File: config.mk
export PLATFORM = sky130hd
export DESIGN_NAME = ones_pattern_gen_flat
export DESIGN_NICKNAME = d
export VERILOG_FILES = /design/src/rtl/ones_pattern_gen_if.sv /design/src/rtl/ones_pattern_gen.sv /design/src/flat_wrapper.sv
export SDC_FILE = /design/constraint.sdc
export NUM_CORES = 1
export LEC_CHECK = 0
export CORE_ASPECT_RATIO = 0.9
export CORE_UTILIZATION = 49
export DETAILED_ROUTE_END_ITERATION = 10
export GPL_TIMING_DRIVEN = 0
export PLACE_DENSITY_LB_ADDON = 0.12
export SKIP_CTS_REPAIR_TIMING = 1
export SLEW_MARGIN = 40
export SYNTH_ARGS = -nofsm -noshare
export SYNTH_HDL_FRONTEND = slang
export SYNTH_SLANG_ARGS = --single-unit
File: constraint.sdc
create_clock -name clk -period 3.45 [get_ports clk]
set_input_delay 0.69 -clock clk [delete_from_list [all_inputs] [get_ports clk]]
set_output_delay 0.69 -clock clk [all_outputs]
set_load 0.05 [all_outputs]
File: src/rtl/ones_pattern_gen_if.sv
// Shared widths and the request/result bundle for ones_pattern_gen, including
// the controller probe signals brought out for observation.
package q_8_34a_pkg;
  parameter int data_size = 8;
  parameter int r2_size   = 4;
endpackage

interface ones_pattern_gen_if;
  import q_8_34a_pkg::*;

  logic                 start;
  logic [r2_size-1:0]   cnt_in;
  logic [data_size-1:0] data_out;
  logic                 rdy;
  logic                 ovf;
  logic                 load_regs;
  logic                 shift;
  logic                 decr_r2;
  logic                 zero;

  modport master (
    output start, cnt_in,
    input  data_out, rdy, ovf, load_regs, shift, decr_r2, zero
  );

  modport slave (
    input  start, cnt_in,
    output data_out, rdy, ovf, load_regs, shift, decr_r2, zero
  );
endinterface

File: src/rtl/ones_pattern_gen.sv
// Count-to-pattern converter: emits a word with cnt_in ones, one bit per cycle.
// Build option ONES_PATTERN_MSB_FILL_EN fills from the MSB instead of the LSB.
//
// state  | meaning
// S_idle | rdy high, data_out/ovf hold, waiting for start
// S_1    | shifting in a one per cycle until R2 reaches zero
module ones_pattern_gen
  import q_8_34a_pkg::*;
(
  input  logic               clk,
  input  logic               rst,
  ones_pattern_gen_if.slave  bus
);

  typedef enum logic [1:0] {
    S_idle = 2'd0,
    S_1    = 2'd1
  } state_t;

  localparam logic [r2_size-1:0] MAX_CNT = r2_size'(data_size);

  if (data_size >= (1 << r2_size)) begin : g_width_chk
    $error("r2_size too narrow to hold data_size");
  end

  state_t               state_q, state_d;
  logic [data_size-1:0] r1_q, r1_d;
  logic [r2_size-1:0]   r2_q, r2_d;
  logic                 ovf_q, ovf_d;
  logic                 rdy_q, rdy_d;
  logic                 load_regs, shift, decr_r2, zero, over;

  always_comb begin
    state_d   = state_q;
    r1_d      = r1_q;
    r2_d      = r2_q;
    ovf_d     = ovf_q;
    zero      = (r2_q == '0);
    over      = (bus.cnt_in > MAX_CNT);
    load_regs = (state_q == S_idle) && bus.start;
    shift     = (state_q == S_1) && !zero;
    decr_r2   = shift;

    case (state_q)
      S_idle: begin
        if (bus.start) begin
          r1_d    = '0;
          r2_d    = over ? MAX_CNT : bus.cnt_in;
          ovf_d   = over;
          state_d = S_1;
        end
      end
      S_1: begin
        if (zero) begin
          state_d = S_idle;
        end else begin
`ifdef ONES_PATTERN_MSB_FILL_EN
          r1_d = {1'b1, r1_q[data_size-1:1]};
`else
          r1_d = {r1_q[data_size-2:0], 1'b1};
`endif
          r2_d = r2_q - 1'b1;
        end
      end
      default: state_d = S_idle;
    endcase

    // rdy is registered from the next state so it tracks S_idle exactly
    rdy_d = (state_d == S_idle);
  end

  always_ff @(posedge clk) begin
    if (rst) begin
      state_q <= S_idle;
      r1_q    <= '0;
      r2_q    <= '0;
      ovf_q   <= 1'b0;
      rdy_q   <= 1'b1;
    end else begin
      state_q <= state_d;
      r1_q    <= r1_d;
      r2_q    <= r2_d;
      ovf_q   <= ovf_d;
      rdy_q   <= rdy_d;
    end
  end

  assign bus.data_out  = r1_q;
  assign bus.rdy       = rdy_q;
  assign bus.ovf       = ovf_q;
  assign bus.load_regs = load_regs;
  assign bus.shift     = shift;
  assign bus.decr_r2   = decr_r2;
  assign bus.zero      = zero;

endmodule

File: src/flat_wrapper.sv
// flat-port wrapper written by rule: the top's interface ports become plain ports
module ones_pattern_gen_flat import q_8_34a_pkg::*;
  (clk, rst, bus_start, bus_cnt_in, bus_data_out, bus_rdy, bus_ovf, bus_load_regs, bus_shift, bus_decr_r2, bus_zero);
  ones_pattern_gen_if bus_i ();
  input  logic clk;
  input  logic rst;
  input wire logic [$bits(bus_i.start)-1:0] bus_start;
  input wire logic [$bits(bus_i.cnt_in)-1:0] bus_cnt_in;
  output wire logic [$bits(bus_i.data_out)-1:0] bus_data_out;
  output wire logic [$bits(bus_i.rdy)-1:0] bus_rdy;
  output wire logic [$bits(bus_i.ovf)-1:0] bus_ovf;
  output wire logic [$bits(bus_i.load_regs)-1:0] bus_load_regs;
  output wire logic [$bits(bus_i.shift)-1:0] bus_shift;
  output wire logic [$bits(bus_i.decr_r2)-1:0] bus_decr_r2;
  output wire logic [$bits(bus_i.zero)-1:0] bus_zero;
  assign bus_i.start = bus_start;
  assign bus_i.cnt_in = bus_cnt_in;
  assign bus_data_out = bus_i.data_out;
  assign bus_rdy = bus_i.rdy;
  assign bus_ovf = bus_i.ovf;
  assign bus_load_regs = bus_i.load_regs;
  assign bus_shift = bus_i.shift;
  assign bus_decr_r2 = bus_i.decr_r2;
  assign bus_zero = bus_i.zero;
  ones_pattern_gen u_core (.clk(clk), .rst(rst), .bus(bus_i));
endmodule
==> results.yml <==
finish:
  final_cell_count_no_fill: 132
  drive_gt1_frac: 0.145
  final_nets: 119
  n_antenna_cell: 0
  area_growth_pct: 33.4
  final_cell_mix: "clkdlybuf4s50_1, dfxtp_1, nand3_1, o21ai_0, a21oi_1"
  final_common_cell: "clkdlybuf4s50_1"
  final_area_um2: 1050
global_route:
  grt.overflow.total: 0
  grt_pass1_vias: 635
  antenna_found_initial: 0
  grt_usage: 0.220
  grt_max_degree: 11
  grt_pass1_wl_mm: 2.72
critical_path:
  slowest_stage: "clkdlybuf4s50_1"
  cp_data_arrival_time_ns: 2.46
  r2r_start: "u_core.r2_q[0]"
  worstSetupEndpointType: "output pin"
  r2r_slack_ns: 1.99
  path_cells: "clkdlybuf4s50_1, or3b_4, clkinv_4, clkdlybuf4s50_1"
  worst_r2r_endpoint: "u_core.bus.data_out[0]"
  cp_data_required_time_ns: 2.76
  critPathMostFrequentCell: "clkdlybuf4s50_1"
  worstSetupPathType: "in -> out"
  cpPeakStageDelay_ns: 0.79
  path_delay_family: "buffers and inverters"
  crit_start: "bus_start"
  startpoint_type: "input pin"
  path_buf_inv: 3
  worst_r2r_path_depth: 6
  cp-endpoint: "bus_load_regs"
  cp.depth: 4
  crit_fanout: 3
pwr:
  power_density_nw_per_um2: 383
  ir_drop_uv: 268
  p_leak_nw: 0.377
  switching_share: 0.287
  p_int_w: 0.000288
  p_sw_w: 0.000116
  p_comb_frac: 0.207
  seqPwrFrac: 0.483
  pwr-share-clk: 0.310
synthesis:
  synthTopCellsByArea: "dfxtp_1, a21oi_1, nand3_1"
  ys_seq_area_frac: 0.405
  ys_ff_latch: 16
  yosys.area.top_type: "dfxtp_1"
  synth_top_family_by_area: "compound AO/OA/AOI/OAI gates"
  syn-cell-area_um2: 791
  async_flop_share: 0
  ys.warnings.count: 0
  netlist_instances: 86
  synth-xor-area-share: 0
  synth_top_area_frac: 0.405
  synth_compound_area_frac: 0.288
  muxShareOfSynthArea: 0
  syn_nets: 94
  synthSimpleGateAreaFrac: 0.206
  synth.distinct_cells: 37
  synth_flop_cell: "dfxtp_1"
  synth_edf_count: 0
  syn_avg_cell_area_um2: 9.19
  synth_fa_ha_area_frac: 0.0158
place:
  gp_congestion: 0.911
  dpl_cell_area_um2: 1020
  portBuffers: 20
  dp.cells: 128
  dp.final_hpwl_mm: 1.28
sta:
  period_share: 0.913
  rsz0062_at_grt: "false"
  clock_skew_ns: 0.00183
  final_max_slew_viol_count: 0
  max_freq_mhz: 318
  setup_violations: 0
  fin_crit_ns: 3.15
  hold_viol: 0
  slew_headroom: 0.631
  worstMarginPinSlew_ns: 0.552
  setup_tns_ns: 0
  finalHoldWorstSlack_ns: 0.466
die:
  io_pins: 21
  start_util: 0.534
  rows: 13
  die_y_um: 40.1
  dieWidth_um: 44.3
  core_region_area_um2: 1480
  dieArea_um2: 1780
clock_network:
  cts_num_sinks: 16
  cts_buffer_depth: 2
  root_buffer: "clkbuf_4"
  cts_tree: "built"
  h-tree-depth: 1
  clk_pin_slew_ns: 0.09
  clk_latency_ns: 0.29
  numCtsBuffers: 3
drt:
  totalWireLength_mm: 1.77
  drc: 0
  via_per_inst: 5.67
  dr.first_iter.drc_count: 23
  drt_pre_antenna_iters: 4
  drtAntennaViolNets: 0
  wire_per_inst_um: 13.4
  vias: 748
flow_run:
  maxCapViolCount: 0
run_status:
  outcome: "completed"
min_path:
  min_path_type: "reg -> reg"
## how the worst min path moves through the flow
stage | cells past startpoint | start | endpoint | slack (ns)
floorplan | 2 | u_core.r2_q[2] | u_core.r2_q[2] | 0.48
global placement | 2 | u_core.bus.ovf | u_core.bus.ovf | 0.45
detailed placement | 2 | u_core.bus.ovf | u_core.bus.ovf | 0.46
CTS | 2 | u_core.bus.ovf | u_core.bus.ovf | 0.47
global route | 2 | u_core.bus.ovf | u_core.bus.ovf | 0.50
finish | 2 | u_core.bus.ovf | u_core.bus.ovf | 0.47
## area by class of cell
class,count,area [um2]
multi-input cells,58,407
plain buffers,5,32.5
repair buffers,20,200
well taps,22,27.5
flip-flops and latches,16,320
inverters,7,31.3
fillers,130,425
clock buffers,4,36.3
## metrics by stage
step	utilization	total power (W)	worst slack (ns)
6_report	0.713	0.000404	0.301
2_1_floorplan	-	0.000254	0.525
3_5_place_dp	0.688	0.000282	0.300
4_1_cts	0.713	0.000406	0.295
5_1_grt	0.713	0.000420	0.206
3_3_place_gp	0.688	0.000281	0.294
## power groups by stage
| stage | clock, W | sequential (W) | combinational [W] |
|---|---|---|---|
| 2_1_floorplan | 0 | 0.000203 | 0.0000510 |
| 3_3_place_gp | 0 | 0.000199 | 0.0000820 |
| 3_5_place_dp | 0 | 0.000199 | 0.0000827 |
| 4_1_cts | 0.000128 | 0.000195 | 0.0000832 |
| 5_1_grt | 0.000135 | 0.000196 | 0.0000894 |
| 6_report | 0.000125 | 0.000195 | 0.0000835 |
## cells by family after synthesis
logic type | after synthesis
AOI/OAI and AO/OA | 31
adders and majority gates | 1
buffers and inverters | 12
DFF | 16
other | 1
and+or+nand+nor | 25
## registers in the layout, summed over array words and instances, names as in the netlist
register	count
u_core.bus.data_out	8
u_core.bus.ovf	1
u_core.bus.rdy	1
u_core.r2_q	4
u_core.state_q	2
## metal layers
metal / GRT usage / routed length, um / vias up / part of all wire
met1: 0.274 / 816 / 347 / 0.46
li1: - / - / 365 / -
met2: 0.364 / 810 / 31 / 0.46
met4: 0.0985 / 29 / 0 / 0.016
met5: 0 / 0 / - / 0
met3: 0.0586 / 114 / 5 / 0.064
## cell usage after synthesis (2+ instances only)
library cell and count:
nand3_1 8, nor3b_1 2, a21oi_1 8, nor2b_1 2
a31oi_1 2, nor2_1 2, nand2_1 3, dfxtp_1 16
a22oi_1 2, inv_1 6, o21ai_0 8, buf_2 2
## tightest hold or removal path: stages, from the launching register on
cell	delay, ns
dfxtp_1	0.32
nand2_1	0.07
a21oi_2	0.05
Note: power is estimated with default switching activity, not from simulation.
